**config.mk**
```make
export PLATFORM = sky130hd
export DESIGN_NAME = id_issue_stage
export DESIGN_NICKNAME = d
export VERILOG_FILES = /design/src/rtl/id_issue_stage.sv
export SDC_FILE = /design/constraint.sdc
export NUM_CORES = 1
export LEC_CHECK = 0
export BUFFER_PORTS_ARGS = -buffer_cell sky130_fd_sc_hd__buf_2
export CAP_MARGIN = 20
export CORE_AREA = 3 3 141 143
export CTS_CLUSTER_DIAMETER = 100
export DETAILED_ROUTE_END_ITERATION = 10
export DIE_AREA = 0 0 144 146
export PLACE_DENSITY = 0.65
export SYNTH_ARGS = -nofsm -noshare
export SYNTH_HDL_FRONTEND = slang
export SYNTH_SLANG_ARGS = --single-unit
```
**constraint.sdc**
```tcl
create_clock -name clk -period 9.3 [get_ports clk]
set_clock_uncertainty 0.15 [all_clocks]
set_input_delay 0.465 -clock clk [delete_from_list [all_inputs] [get_ports clk]]
set_output_delay 0.465 -clock clk [all_outputs]
set_load 0.02 [all_outputs]
```
**src/rtl/id_issue_stage.sv**
```systemverilog
// Decode-to-execute issue stage: ID/EXE pipeline register, per-register load scoreboard
// for load-use / WAW stalls, branch flush and a saturating stall-cycle counter.
module id_issue_stage #(
   parameter int unsigned DW       = 32,
   parameter int unsigned AW       = 5,
   parameter int unsigned CW       = 24,
   parameter int unsigned LOAD_LAT = 1,
   parameter int unsigned WAW_CHK  = 1,
   parameter int unsigned CNTW     = 16
) (
   input  logic            clk,
   input  logic            clr,
   input  logic            id_valid,
   output logic            id_ready,
   input  logic [AW-1:0]   id_rs,
   input  logic [AW-1:0]   id_rt,
   input  logic [AW-1:0]   id_rn,
   input  logic            id_rs_used,
   input  logic            id_rt_used,
   input  logic            id_wreg,
   input  logic            id_m2reg,
   input  logic            id_wmem,
   input  logic [CW-1:0]   id_ctrl,
   input  logic [DW-1:0]   id_qa,
   input  logic [DW-1:0]   id_qb,
   input  logic [DW-1:0]   id_imm,
   input  logic [DW-1:0]   id_bpc,
   input  logic            flush,
   output logic            exe_valid,
   output logic [AW-1:0]   exe_rs,
   output logic [AW-1:0]   exe_rt,
   output logic [AW-1:0]   exe_d,
   output logic            exe_wreg,
   output logic            exe_m2reg,
   output logic            exe_wmem,
   output logic [CW-1:0]   exe_ctrl,
   output logic [DW-1:0]   exe_a,
   output logic [DW-1:0]   exe_b,
   output logic [DW-1:0]   exe_imm,
   output logic [DW-1:0]   exe_bpc,
   output logic [CNTW-1:0] stall_cnt
);

   localparam int unsigned NREG = 1 << AW;
   localparam int unsigned SBW  = $clog2(LOAD_LAT + 1);
   localparam logic [SBW-1:0] LAT_V = SBW'(LOAD_LAT);
   localparam logic WAW_EN = (WAW_CHK != 0);

   logic [SBW-1:0] sb_cnt [NREG];
   logic [NREG-1:0] busy;
   logic hazard;
   logic transfer;
   logic stall;
   logic sb_set;

   // Register 0 is hard-wired zero and can never hold a pending load.
   always_comb begin
      busy = '0;
      for (int r = 1; r < int'(NREG); r++) begin
         busy[r] = (sb_cnt[r] != '0);
      end
   end

   always_comb begin
      hazard = id_valid & ((id_rs_used & (id_rs != '0) & busy[id_rs])
                         | (id_rt_used & (id_rt != '0) & busy[id_rt])
                         | (WAW_EN & id_wreg & (id_rn != '0) & busy[id_rn]));
      transfer = id_valid & ~hazard & ~flush;
      stall    = id_valid &  hazard & ~flush;
      sb_set   = transfer & id_m2reg & id_wreg & (id_rn != '0);
   end

   assign id_ready = ~hazard | flush;

   // Operand fields follow ID every edge; only valid and write enables are gated.
   always_ff @(posedge clk or posedge clr) begin
      if (clr) begin
         exe_valid <= 1'b0;
         exe_rs    <= '0;
         exe_rt    <= '0;
         exe_d     <= '0;
         exe_wreg  <= 1'b0;
         exe_m2reg <= 1'b0;
         exe_wmem  <= 1'b0;
         exe_ctrl  <= '0;
         exe_a     <= '0;
         exe_b     <= '0;
         exe_imm   <= '0;
         exe_bpc   <= '0;
      end else begin
         exe_valid <= transfer;
         exe_rs    <= id_rs;
         exe_rt    <= id_rt;
         exe_d     <= id_rn;
         exe_wreg  <= transfer & id_wreg;
         exe_m2reg <= transfer & id_m2reg;
         exe_wmem  <= transfer & id_wmem;
         exe_ctrl  <= id_ctrl;
         exe_a     <= id_qa;
         exe_b     <= id_qb;
         exe_imm   <= id_imm;
         exe_bpc   <= id_bpc;
      end
   end

   always_ff @(posedge clk or posedge clr) begin
      if (clr) begin
         stall_cnt <= '0;
      end else if (stall && (stall_cnt != '1)) begin
         stall_cnt <= stall_cnt + CNTW'(1);
      end
   end

   // A new load overrides the countdown of its destination; flush leaves older loads pending.
   always_ff @(posedge clk or posedge clr) begin
      if (clr) begin
         for (int r = 0; r < int'(NREG); r++) begin
            sb_cnt[r] <= '0;
         end
      end else begin
         for (int r = 0; r < int'(NREG); r++) begin
            if (sb_set && (id_rn == AW'(r))) begin
               sb_cnt[r] <= LAT_V;
            end else if (sb_cnt[r] != '0) begin
               sb_cnt[r] <= sb_cnt[r] - SBW'(1);
            end
         end
      end
   end

endmodule
```
==> impl_metrics.tcl <==
set metrics [dict create \
    synthesis.yosys.warnings 0 \
    synth_top_family_by_area "multiplexers" \
    synth.yosys.seq_area_share 0.777 \
    failing_checks "hold timing" \
    cts_tree "yes" \
    drtIter0Drc 341 \
    postLayoutCoreUtil 0.616 \
    synth_compound_gate_area_share 0.0194 \
    power.ir.vdd_worst_mv 0.185 \
    outcome "finished, violations left" \
    detailedPlace.worstSlack_ps 5420 \
    syn-mean-instance-area_sq_um 17.1 \
    ctsResizeCount 0 \
    cts-htree-levels 1 \
    max_slew_margin 0.346 \
    vias 5525 \
    grt_max_degree 147 \
    firstDrtPassIters 4 \
    clk_latency_ps 500 \
    slew_violations 0 \
    chipWidth_um 144 \
    viasPerCell 4.64 \
    cellLeakagePower_nw 5.69 \
    cts.path.max_buffers 3 \
    area_share_of_fa_ha_maj_cells_after_synthesis 0.00178 \
    fin_worst_hold_slack_ps -9.38 \
    synthesis.nets 587 \
    worst-slew-pin-transition_ps 981 \
    worst_ep_required_time_ps 8690 \
    r2r_cells 6 \
    wire_length_on_met3_um 2240 \
    period_minus_slack_ps 3620 \
    yosys.area.top_type "dfrtp_1" \
    grt.overflow.total 0 \
    number_of_instances_in_the_synthesized_netlist 410 \
    clkSlewWorstSetupHoldPaths_ps 60 \
    grt_pass1_wl_um 35700 \
    finalWorstSetupSlack_ps 5680 \
    critPathArrivalTime_ps 3000 \
    dieHeight_um 146 \
    achievable-frequency_mhz 276 \
    die_area_sq_mm 0.0210 \
    area_share_of_the_leading_cell_type_in_the_synthesized_netlist 0.777 \
    cts-hold-fix-buffers 157 \
    critical_path.endpoint_type "output port" \
    grt_antenna_before_repair 2 \
    fillerInstances 1386 \
    synth.area.mux_share 0.0868 \
    holdCritPathClass "in2async" \
    routed_wirelength_um 23400 \
    m1WireLength_um 8120 \
    drive_gt1_frac 0.462 \
    floorplan.core_area_sq_mm 0.0187 \
    port-buffer-count 363 \
    synthXorXnorAreaFrac 0.0187 \
    row_count 50 \
    yosysUniqueCellTypes 42 \
    met2_wirelength_um 12300 \
    first_global_vias 6431 \
    gp_congestion 0.826 \
    power_density_mw_per_mm2 203 \
    numCtsBuffers 23 \
    cts_root_buf "clkbuf_16" \
    post-dp-hpwl_um 15300 \
    grt_util_all_layers 0.220 \
    routed.top_layer "met5" \
    floorplan.initialDensity 0.375 \
    multi_input_area_sq_mm 0.00147 \
    finalHoldViolations 3 \
    detail_route.drc_violations 0 \
    fin_nets 1115 \
    synthSimpleGateAreaFrac 0.0820 \
    drt-wirelength-per-cell_um 19.6 \
    synth_enable_flop_cells 0 \
    synth.ff_latch_count 218 \
    antenna_violating_nets_post_route 0 \
    critical_path_peak_fanout 17 \
    setup_viol 0 \
    syn-cell-area_sq_mm 0.00702 \
    ioPinCount 364 \
    synth_top_cells_by_area "dfrtp_1 (78%), mux4_2 (5.5%), xnor2_1 (1.9%), nor3_1 (1.2%), mux2i_1 (1.1%)" \
    max_cap_violations 0 \
    cts_num_sinks 218 \
    synthFlopType "dfrtp_1" \
    async_reset_ff_frac 1.00 \
    unrepaired_setup_endpoints_after_global_routing "false" \
    final-seq-area_sq_mm 0.00546 \
    criticalPathCategory "in2out" \
    totalNegativeSetupSlack_ps 0 \
    area_delta_synth_final_pct 64.1 \
    post_cts_buffers 0 \
    worst_setup_sp_type "primary input" \
    layout_worst_path_cycle_share 0.389 \
]
registers in the layout, summed over array words and instances (netlist names):
name       count
exe_ctrl      24
exe_a         32
exe_b         32
exe_wreg       1
exe_rs         5
exe_m2reg      1
exe_bpc       32
busy          31
exe_imm       32
exe_wmem       1
exe_rt         5
exe_valid      1
exe_d          5
stall_cnt     16
report_power, final:
part | total [mW] | internal, mW | leakage, nW | switching, mW
clock network | 1.05 | 0.664 | 0.434 | 0.385
registers | 1.02 | 0.995 | 2.65 | 0.0220
logic | 0.274 | 0.120 | 2.60 | 0.154
total | 2.34 | 1.78 | 5.69 | 0.561
placed cells by master, fill, tap and decap left out, types with 2 or more instances in the layout:
cell type and count:
buf_2 363, dfrtp_1 218, dlygate4sd3_1 157, clkbuf_16 23, mux4_2 17, nor3_1 17, nand3_1 15, xnor2_1 15
and3_1 12, nor2b_1 11, nor2_1 9, mux2i_1 8, nand2_1 8, nor2_2 8, mux2_2 6, nand4_1 6
bufinv_16 6, and2_1 5, clkbuf_8 5, or4_1 3, or3_1 3, mux4_1 3, clkinv_4 3, nand2b_1 2
o21ai_0 2, a221oi_1 2, o31a_1 2, inv_1 2, inv_6 2, clkinv_2 2, buf_4 2
layout make-up:
class / instances / area share
clock inverters: 14 / 0.0210
multi-input cells: 170 / 0.127
diodes: 1 / 0.000217
flip-flops and latches: 218 / 0.473
clock buffers: 28 / 0.0559
well taps: 234 / 0.0254
repair buffers: 522 / 0.295
inverters: 3 / 0.00163
worst paths after layout:
check                                   from           end  slack, ps
worst max register to register      busy[11]       busy[1]       5860
worst min register to register  stall_cnt[5]  stall_cnt[5]        340
max in group asynchronous                clr     exe_a[28]       7420
worst max-delay path                id_rt[3]      id_ready       5680
worst min-delay path                     clr   exe_imm[14]         -9
min in group clk                    id_rs[0]     exe_rs[0]         30
per-layer routing:
layer,up-vias,global-route usage
li1,2487,-
met1,2703,0.242
met2,283,0.395
met3,50,0.0815
met4,2,0.0598
met5,-,0
worst max-delay path, cell delays in order:
cell and delay [ps]:
dlygate4sd3_1 530, buf_2 170, or3b_2 440, o221a_2 270
a31oi_1 160, o31a_1 190, or3_1 490, nand2_1 100
buf_2 180
cell usage after synthesis, types with 2 or more instances:
master and n:
a221oi_1 2, nand4_1 6, o31a_1 2, buf_1 4, mux4_1 3, or4_1 3, xnor2_1 15, mux2_2 6
o21ai_0 2, mux4_2 17, buf_2 3, or3_1 3, dfrtp_1 218, mux2i_1 8, clkbuf_1 10, nor3_1 17
nand3_1 15, buf_6 2, and3_1 12, nor2b_1 11, nor2_2 8, nand2_1 8, nor2_1 9, and2_1 5
inv_1 3, nand2b_1 2
kinds of logic after synthesis:
| group | after synthesis |
|---|---|
| and+or+nand+nor | 103 |
| DFF | 218 |
| adders and majority gates | 1 |
| xor gates and xnor gates | 15 |
| AOI/OAI and AO/OA | 17 |
| buffers and inverters | 22 |
| muxes | 34 |
through the flow:
step / instances / total power, mW / hold slack (ps) / area, sq um
2_1_floorplan: 410 / 1.14 / 346 / 7020
3_3_place_gp: 989 / 1.25 / 329 / 9060
3_5_place_dp: 990 / 1.25 / 336 / 9060
4_1_cts: 1189 / 2.36 / 4.14 / 11500
5_1_grt: 1190 / 2.42 / 21.5 / 11500
6_report: 1190 / 2.34 / -9.38 / 11500
(Power assumes the default switching activity.)
